<file path="config.mk">
export PLATFORM = sky130hd
export DESIGN_NAME = password_controller
export DESIGN_NICKNAME = d
export VERILOG_FILES = /design/src/rtl/password_controller.sv
export SDC_FILE = /design/constraint.sdc
export NUM_CORES = 1
export LEC_CHECK = 0
export BUFFER_PORTS_ARGS = -buffer_cell sky130_fd_sc_hd__buf_2
export CAP_MARGIN = 5
export CORE_ASPECT_RATIO = 1.4
export CORE_MARGIN = 2
export CORE_UTILIZATION = 39
export CTS_BUF_LIST = sky130_fd_sc_hd__clkbuf_4
export DETAILED_ROUTE_END_ITERATION = 10
export GPL_TIMING_DRIVEN = 0
export SYNTH_ARGS = -nofsm -noshare
export SYNTH_HDL_FRONTEND = slang
export SYNTH_HIERARCHICAL = 1
export SYNTH_SLANG_ARGS = --single-unit
</file>
<file path="constraint.sdc">
create_clock -name clk -period 2.7 [get_ports clk]
set_input_delay 0.54 -clock clk [delete_from_list [all_inputs] [get_ports clk]]
set_output_delay 0.54 -clock clk [all_outputs]
set_load 0.02 [all_outputs]
</file>
<file path="src/rtl/password_controller.sv">
// Password-protected lock controller.
// Two raw push-buttons (save, submit) are synchronized, debounced and turned
// into single-cycle press pulses. The mode switch is only synchronized.
// A four-state FSM (CLOSED / OPEN / ALARM / PROG) checks submitted codes
// against a stored password, relocks on a timer and locks out after repeated
// wrong attempts. All outputs are registered.

// Synchronizer + debouncer + press detector for one active-low button.
module pc_debounce #(
   parameter int DEB_CYCLES = 50000
) (
   input  logic clk,
   input  logic rst_n,
   input  logic raw_n,
   output logic press
);

   localparam int CW = $clog2(DEB_CYCLES + 1);

   logic [1:0]    sync_q;   // sync_q[1] is the synchronized level
   logic [1:0]    vld_q;    // marks when sync_q[1] holds a real sample
   logic          deb_q;    // debounced level, 1 = released
   logic          deb_d1;   // debounced level one cycle ago
   logic [CW-1:0] cnt_q;    // consecutive cycles sync differs from deb
   logic [CW-1:0] rel_q;    // consecutive released cycles seen before arming
   logic          armed_q;  // key has been seen released since reset

   // Two-flop synchronizer; idles at "released" during reset.
   always_ff @(posedge clk or negedge rst_n) begin
      if (!rst_n) begin
         sync_q <= 2'b11;
         vld_q  <= 2'b00;
      end else begin
         // NOTE: non-blocking assignments make each flop take the pre-edge value
         // of its neighbour; blocking ones would collapse the chain to one stage.
         sync_q <= {sync_q[0], raw_n};
         vld_q  <= {vld_q[0], 1'b1};
      end
   end

   // Debounced level follows sync only after DEB_CYCLES consecutive differing cycles.
   always_ff @(posedge clk or negedge rst_n) begin
      if (!rst_n) begin
         deb_q <= 1'b1;
         cnt_q <= '0;
      end else if (sync_q[1] != deb_q) begin
         if (cnt_q == CW'(DEB_CYCLES - 1)) begin
            deb_q <= sync_q[1];
            cnt_q <= '0;
         end else begin
            cnt_q <= cnt_q + CW'(1);
         end
      end else begin
         cnt_q <= '0;
      end
   end

   // Arm press detection only after a clean release, so a key held through
   // reset never produces a pulse.
   always_ff @(posedge clk or negedge rst_n) begin
      if (!rst_n) begin
         armed_q <= 1'b0;
         rel_q   <= '0;
      end else if (!armed_q) begin
         if (vld_q[1] && sync_q[1]) begin
            if (rel_q == CW'(DEB_CYCLES - 1)) armed_q <= 1'b1;
            else                              rel_q   <= rel_q + CW'(1);
         end else begin
            rel_q <= '0;
         end
      end
   end

   // Delayed debounced level for edge detection.
   always_ff @(posedge clk or negedge rst_n) begin
      if (!rst_n) deb_d1 <= 1'b1;
      else        deb_d1 <= deb_q;
   end

   assign press = armed_q & deb_d1 & ~deb_q;

endmodule

// Lock controller top level. MAX_TRIES is expected in 1..3.
module password_controller #(
   parameter int         DEB_CYCLES   = 50000,
   parameter int         OPEN_CYCLES  = 250000000,
   parameter int         LOCK_CYCLES  = 500000000,
   parameter int         BLINK_CYCLES = 12500000,
   parameter int         MAX_TRIES    = 3,
   parameter logic [7:0] RESET_PW     = 8'h00
) (
   input  logic       clk,
   input  logic       rst_n,
   input  logic       mode,
   input  logic [7:0] in_code,
   input  logic       save_n,
   input  logic       submit_n,
   output logic [7:0] led,
   output logic       unlocked,
   output logic       alarm,
   output logic [1:0] state_dbg,
   output logic [1:0] tries_dbg
);

   localparam logic [1:0] S_CLOSED = 2'b00;
   localparam logic [1:0] S_OPEN   = 2'b01;
   localparam logic [1:0] S_ALARM  = 2'b10;
   localparam logic [1:0] S_PROG   = 2'b11;

   localparam int OW = $clog2(OPEN_CYCLES);
   localparam int LW = $clog2(LOCK_CYCLES);
   localparam int BW = $clog2(BLINK_CYCLES);

   localparam logic [OW-1:0] OPEN_LOAD  = OW'(OPEN_CYCLES - 1);
   localparam logic [LW-1:0] LOCK_LOAD  = LW'(LOCK_CYCLES - 1);
   localparam logic [BW-1:0] BLINK_LOAD = BW'(BLINK_CYCLES - 1);
   localparam logic [1:0]    TRIES_MAX  = 2'(MAX_TRIES);

   logic          save_p, submit_p;
   logic [1:0]    mode_q;
   logic          mode_s;

   logic [1:0]    state_q, state_n;
   logic [7:0]    pw_q, pw_n;
   logic [1:0]    tries_q, tries_n, tries_inc;
   logic [OW-1:0] open_q, open_n;
   logic [LW-1:0] lock_q, lock_n;
   logic [BW-1:0] blink_q, blink_n;
   logic          phase_q, phase_n;
   logic [7:0]    led_n;

   pc_debounce #(.DEB_CYCLES(DEB_CYCLES)) u_save (
      .clk   (clk),
      .rst_n (rst_n),
      .raw_n (save_n),
      .press (save_p)
   );

   pc_debounce #(.DEB_CYCLES(DEB_CYCLES)) u_submit (
      .clk   (clk),
      .rst_n (rst_n),
      .raw_n (submit_n),
      .press (submit_p)
   );

   // Mode switch synchronizer; idles at "user".
   always_ff @(posedge clk or negedge rst_n) begin
      if (!rst_n) mode_q <= 2'b00;
      else        mode_q <= {mode_q[0], mode};
   end

   assign mode_s    = mode_q[1];
   assign tries_inc = (tries_q == 2'd3) ? 2'd3 : tries_q + 2'd1;

   // Next-state, password, attempt and timer logic.
   always_comb begin
      // NOTE: every variable gets a default first so no path can infer a latch.
      state_n = state_q;
      pw_n    = pw_q;
      tries_n = tries_q;
      open_n  = open_q;
      lock_n  = lock_q;
      blink_n = blink_q;
      phase_n = phase_q;
      case (state_q)
         S_CLOSED: begin
            if (submit_p) begin
               if (in_code == pw_q) begin
                  state_n = S_OPEN;
                  tries_n = 2'd0;
                  open_n  = OPEN_LOAD;
               end else begin
                  tries_n = tries_inc;
                  if (tries_inc == TRIES_MAX) begin
                     state_n = S_ALARM;
                     lock_n  = LOCK_LOAD;
                     blink_n = BLINK_LOAD;
                     phase_n = 1'b0;
                  end
               end
            end
         end
         S_OPEN: begin
            if (submit_p)            state_n = S_CLOSED;
            else if (mode_s)         state_n = S_PROG;
            else if (open_q == '0)   state_n = S_CLOSED;
            else                     open_n  = open_q - OW'(1);
         end
         S_PROG: begin
            if (save_p) pw_n    = in_code;
            if (!mode_s) state_n = S_CLOSED;
         end
         default: begin  // S_ALARM: inputs ignored until lockout expires
            if (lock_q == '0) begin
               state_n = S_CLOSED;
               tries_n = 2'd0;
            end else begin
               lock_n = lock_q - LW'(1);
               if (blink_q == '0) begin
                  blink_n = BLINK_LOAD;
                  phase_n = ~phase_q;
               end else begin
                  blink_n = blink_q - BW'(1);
               end
            end
         end
      endcase
   end

   // LED pattern for the state being entered.
   always_comb begin
      led_n = 8'h00;
      case (state_n)
         S_OPEN:  led_n = 8'hFF;
         S_PROG:  led_n = in_code;
         S_ALARM: led_n = phase_n ? 8'h55 : 8'hAA;
         default: led_n = 8'h00;
      endcase
   end

   // State, password, counters and registered outputs.
   always_ff @(posedge clk or negedge rst_n) begin
      if (!rst_n) begin
         state_q   <= S_CLOSED;
         pw_q      <= RESET_PW;
         tries_q   <= 2'd0;
         open_q    <= '0;
         lock_q    <= '0;
         blink_q   <= '0;
         phase_q   <= 1'b0;
         led       <= 8'h00;
         unlocked  <= 1'b0;
         alarm     <= 1'b0;
         tries_dbg <= 2'd0;
      end else begin
         state_q   <= state_n;
         pw_q      <= pw_n;
         tries_q   <= tries_n;
         open_q    <= open_n;
         lock_q    <= lock_n;
         blink_q   <= blink_n;
         phase_q   <= phase_n;
         led       <= led_n;
         unlocked  <= (state_n == S_OPEN);
         alarm     <= (state_n == S_ALARM);
         tries_dbg <= tries_n;
      end
   end

   assign state_dbg = state_q;

endmodule

</file>
Word-level counts from Yosys, hierarchy flattened
Index checks and enable logic that the tools add are counted.
{"block": "totals", "ff_bits": 184, "mem_bits_rw": 0, "output_inout_bits": 14, "latch_bits": 0, "memories": 0, "romBits": 0}
{"block": "classes", "mul": 0, "n_mux": 53, "n_reduce_logical": 17, "add_sub_neg": 8, "magnitude_cmp": 0, "n_div": 0, "bitwise_logic": 10, "n_eq_ne": 24, "shift": 0}
{"op": "2-to-1 mux 28 bit", "count": 5}
{"op": "2-to-1 mux 16 bit", "count": 8}
{"op": "2-to-1 mux 24 bit", "count": 5}
{"op": "2-to-1 mux 29 bit", "count": 4}
{"op": "adder 16 x 1 -> 16 bit, second input constant", "count": 4}
{"op": "equality test 16 bit, second input constant", "count": 4}
{"op": "case mux 29 bit (2 select lines)", "count": 1}
{"op": "case mux 28 bit (2 select lines)", "count": 1}
{"op": "case mux 24 bit (2 select lines)", "count": 1}
{"op": "zero test 29 bit", "count": 1}
{"op": "subtractor 29 x 1 -> 29 bit, second input constant", "count": 1}
{"op": "zero test 28 bit", "count": 1}
{"op": "subtractor 28 x 1 -> 28 bit, second input constant", "count": 1}
{"op": "zero test 24 bit", "count": 1}
{"op": "2-to-1 mux 2 bit", "count": 12}
{"op": "case mux 8 bit (3 select lines)", "count": 1}
{"op": "subtractor 24 x 1 -> 24 bit, second input constant", "count": 1}
{"op": "!= test 2 bit, second input constant", "count": 9}
{"op": "2-to-1 mux 1 bit", "count": 11}
{"op": "equality test 2 bit, second input constant", "count": 5}
{"op": "AND reduction 2 bit", "count": 5}
{"op": "equality test 8 bit", "count": 1}
{"op": "2-to-1 mux 8 bit", "count": 1}
{"op": "NOT 1 bit", "count": 6}
{"op": "15 further kinds", "count": 22}

Longest topological paths before layout
{"block": "logic_depth", "ltp_word": 9, "mapped_depth": 12, "mapped_depth_nobuf": 10}

By module
The synthesis kept the hierarchy.
{"mod": "password_controller", "instances": 1, "area_each_um2": 5936.9, "seq_area_each_um2": 2652.5, "cells_each": 615}
{"mod": "pc_debounce (u_save)", "instances": 1, "area_each_um2": 2004.4, "seq_area_each_um2": 980.9, "cells_each": 199}
{"mod": "pc_debounce (u_submit)", "instances": 1, "area_each_um2": 1989.4, "seq_area_each_um2": 980.9, "cells_each": 201}

Worst setup path before layout
OpenSTA, ideal clock, no wires.
{"block": "synth_path", "kind": "reg2reg", "start": "reg lock_q[0]", "end": "reg lock_q[16]", "required_ns": 2.574, "stages_incl_launch_ff": 12, "t_arrival_ns": 2.569, "synth_period_minus_slack_ns": 2.694, "slack_ns": 0.006, "cell_sequence": "dfrtp_1 -> inv_1 -> ha_1 -> or4b_2 -> nor4_4 -> nand3_2 -> o21ai_4 -> inv_2 -> buf_2 -> buf_2 -> a311oi_1 -> nor2_1"}
{"block": "synth_between", "elab_chain_len": 3}
{"element": "start, declared", "line_no": "128", "rtl": "logic [LW-1:0] lock_q, lock_n;"}
{"element": "start signal, assigned", "line_no": "241", "rtl": "lock_q <= lock_n;"}
{"element": "subtractor 29 x 1 -> 29 bit or zero test 29 bit (tied branches)", "line_no": "199, 195"}
{"element": "2-to-1 mux 29 bit or != test 2 x 1 -> 1 bit (tied branches)"}
{"element": "case mux 29 bit (2 select lines) or AND reduction 5 bit (tied branches)"}
Parallel ways exist; a longest one is shown, timed or not. The select of a mux whose other input is x is not followed.
A chain may end at the register's enable or synchronous reset.

Final worst setup path
{"block": "layout_path", "start": "reg blink_q[18]", "end": "reg led[6]"}
{"block": "layout_between", "elab_chain_len": 6}
{"element": "start, declared", "line_no": "129", "rtl": "logic [BW-1:0] blink_q, blink_n;"}
{"element": "start signal, assigned", "line_no": "242", "rtl": "blink_q <= blink_n;"}
{"element": "zero test 24 bit", "line_no": "200", "rtl": "if (blink_q == '0) begin"}
{"element": "2-to-1 mux 1 bit", "line_no": "200"}
{"element": "2-to-1 mux 1 bit", "line_no": "195", "rtl": "if (lock_q == '0) begin"}
{"element": "case mux 1 bit (2 select lines)", "line_no": "166", "rtl": "case (state_q)"}
{"element": "2-to-1 mux 8 bit", "line_no": "217", "rtl": "S_ALARM: led_n = phase_n ? 8'h55 : 8'hAA;"}
{"element": "case mux 8 bit (3 select lines)", "line_no": "214", "rtl": "case (state_n)"}
{"element": "named net led_n[6]", "line_no": "131", "rtl": "logic [7:0] led_n;"}
{"element": "end signal, assigned", "line_no": "244", "rtl": "led <= led_n;"}
{"element": "end, declared", "line_no": "99", "rtl": "output logic [7:0] led,"}
The timed path passes the listed nets, and every way through them passes these cells.

==> flow_summary.json <==
{
  "synthAdderAreaFrac_pct": 1.01,
  "design.final.nets": 1125,
  "critical_path_arrival_ns": 3.24,
  "leakagePower_nw": 4.73,
  "numPortBuffers": 26,
  "synth_area_mm2": 0.00993,
  "die_w_um": 139,
  "synthArstFlopShare_pct": 100,
  "worstPathMaxFanout": 4,
  "worst_setup_path_end_kind": "flop",
  "route.antenna.remaining_nets": 0,
  "cap_violations": 0,
  "core-area_mm2": 0.0252,
  "ys_top_cells_by_area": "dfrtp_1 (44%), nor2_1 (3.2%), and4_1 (2.6%), o21ai_0 (2.6%), nand3_1 (2.5%)",
  "timing.final.crit_period_ns": 2.71,
  "post_drt_wl_per_cell_um": 18.2,
  "clock_sink_count": 184,
  "final.hold.worst_slack_ns": 0.158,
  "synthesis.nets": 1036,
  "chipHeight_um": 193,
  "post-place-ws_ns": -0.643,
  "ctsRootBufferMaster": "clkbuf_4",
  "h-tree-depth": 4,
  "slew_headroom_pct": 31.5,
  "global_route_wire_length_before_repair_mm": 42.2,
  "hold_viol": 0,
  "gpl.final_weighted_congestion": 0.844,
  "synth-simple-area-share_pct": 26.8,
  "status": "finished, violations left",
  "post-layout-total-power_w": 0.00743,
  "first_global_vias": 8149,
  "clk_pin_slew_worst_paths_ns": 0.17,
  "timing.fmax_mhz": 369,
  "failed_checks": "setup timing",
  "route.detailed.drc": 0,
  "combinational_family_with_the_most_area_after_synthesis": "simple AND/OR/NAND/NOR gates",
  "syn-instance-count": 1015,
  "avgSynthCellArea_um2": 9.78,
  "post_drt_via_cell_ratio": 5.91,
  "synth-main-ff-cell": "dfrtp_1",
  "synth_mux_area_share_pct": 2.75,
  "yosys_warnings": 6,
  "synth.distinct_cells": 80,
  "rsz_0062_raised_after_global_routing": "true",
  "synth-seq-area-share_pct": 46.5,
  "synth.most_common_cell": "dfrtp_1",
  "setup_slack_after_layout_ns": -0.0135,
  "final_layout_size_suffix_gt1_share_pct": 21.1,
  "placed_area_mm2": 0.0105,
  "grt_overflow_total": 0,
  "clockBufferDepth": 2,
  "vdd_ir_drop_max_mv": 0.387,
  "final-max-slew-violation-count": 0,
  "ios": 27,
  "drt_wl_total_mm": 26.1,
  "synth_compound_area_share_pct": 16.6,
  "final.setup.tns_ns": -0.0622,
  "std_cell_rows": 69,
  "detailed_place_hpwl_mm": 17.2,
  "synthXorXnorAreaFrac_pct": 3.00,
  "tightest_slew_ns": 1.02,
  "syn2layout_area_growth_pct": 16.2,
  "hp-class": "input pin to flop",
  "first_pass_iters": 4,
  "drt_iter0_drc": 523,
  "floorplan.initialDensity_pct": 39.4,
  "final_setup_skew_ns": 0.0213,
  "tritoncts": "yes",
  "top_area_cell_type_share_of_the_netlist_area_pct": 44.3,
  "clk_latency_ns": 0.62,
  "timing_worst_setup_path_type": "flop to flop",
  "post_synth_most_frequent_cells": "dfrtp_1 (176), nor2_1 (84), nand2_1 (56), o21ai_0 (51), nand3_1 (50)",
  "die_area_mm2": 0.0268,
  "grt_use_total_pct": 19.4,
  "wp_data_required_ns": 3.23,
  "grt_max_degree": 105,
  "synth_enable_flop_cells": 0,
  "route.vias.total": 8488,
  "pwr_dens_mw_per_mm2": 644,
  "worstSetupStartpointType": "flop",
  "grt_antenna_before_repair": 1,
  "synth.largest_area_cell": "dfrtp_1",
  "timing.final.crit_share_pct": 100,
  "final-setup-viol-count": 5,
  "post-route-cell-area_mm2": 0.0115,
  "synth_seq_cells": 184,
  "cts_made_buffers": 17
}
==> registers in the layout (all words and copies together) (netlist names), 8 cells and up <==
signal and count:
pw_q 8, lock_q 29, u_submit/cnt_q 16, u_submit/rel_q 16, u_save/rel_q 16, u_save/cnt_q 16, open_q 28, led 8
blink_q 24
==> final cells by class <==
class	instances	area (um^2)
diodes	1	2.50
plain buffers	45	299
clock buffers	19	143
clock inverters	13	116
fillers	2425	13700
inverters	30	113
multi-input cells	753	5310
flip-flops and latches	184	4620
well taps	319	399
repair buffers	73	541
==> routing by layer <==
metal | part of all wire [%] | GRT usage (%) | wire [um]
met2 | 50 | 34.0 | 13200
met5 | 0 | 0 | 0
met3 | 3.2 | 2.80 | 838
met1 | 44 | 24.3 | 11500
met4 | 2.5 | 7.85 | 650
==> timing repair <==
| item | 4_1_cts | 5_1_grt |
|---|---|---|
| resized for setup | 56 | 63 |
| hold buffers | 4 | 0 |
| buffers inserted | 25 | 16 |
| pin swaps | 14 | 18 |
| hold endpoints to repair | 81 | 0 |
| gates cloned | 0 | 1 |
| setup endpoints to repair | 93 | 76 |
==> cell families (layout without fill, tap and decap cells) <==
kind of cell,after synthesis,count (layout)
AND/OR/NAND/NOR,453,453
adder cells (fa/ha/maj),8,8
flip-flops,184,184
AO/OA/AOI/OAI,230,230
buffers and inverters,78,180
other,2,3
XOR/XNOR,34,34
multiplexers,26,26
==> stage by stage <==
stage,util [%],cells
final,45.8,1437
after global placement,41.5,1360
after global routing,45.8,1437
after detailed placement,41.6,1361
after CTS,44.4,1420
after floorplan,-,1015
==> final timing paths <==
check / slack (ns) / start / depth (start not counted) / end
setup / recovery: -0.01 / blink_q[18] / 8 / led[6]
hold / removal: 0.16 / in_code[5] / 2 / led[5]
setup reg to reg: -0.01 / blink_q[18] / 8 / led[6]
hold reg to reg: 0.37 / u_submit/sync_q[0] / 0 / u_submit/sync_q[1]
max in group asynchronous: 1.21 / rst_n / 3 / u_submit/armed_q
min in group asynchronous: 0.49 / rst_n / 2 / u_save/rel_q[10]
==> worst max-delay path, stage by stage (launching register included) <==
cell and delay (ns):
dfrtp_1 0.43, or4_4 0.55, or4b_4 0.58, a311oi_4 0.39, nor3b_4 0.10, buf_4 0.16
o211ai_1 0.15, buf_4 0.20, nand2_2 0.05
==> layout by cell type (no fill, tap or decap), drive strengths merged, types with 26 or more instances in the layout <==
master	count
a21oi	42
a31oi	31
and4	30
buf	88
clkbuf	45
dfrtp	176
inv	34
nand2	56
nand3	51
nand4	27
nor2	84
nor3	33
nor4	41
o21ai	53
xnor2	26
==> power breakdown <==
part	switching (W)	leakage (nW)	internal, W
clock	0.00106	0.135	0.000410
sequential	0.000372	2.29	0.00306
combinational	0.00153	2.31	0.000989
(Power assumes the default switching activity.)
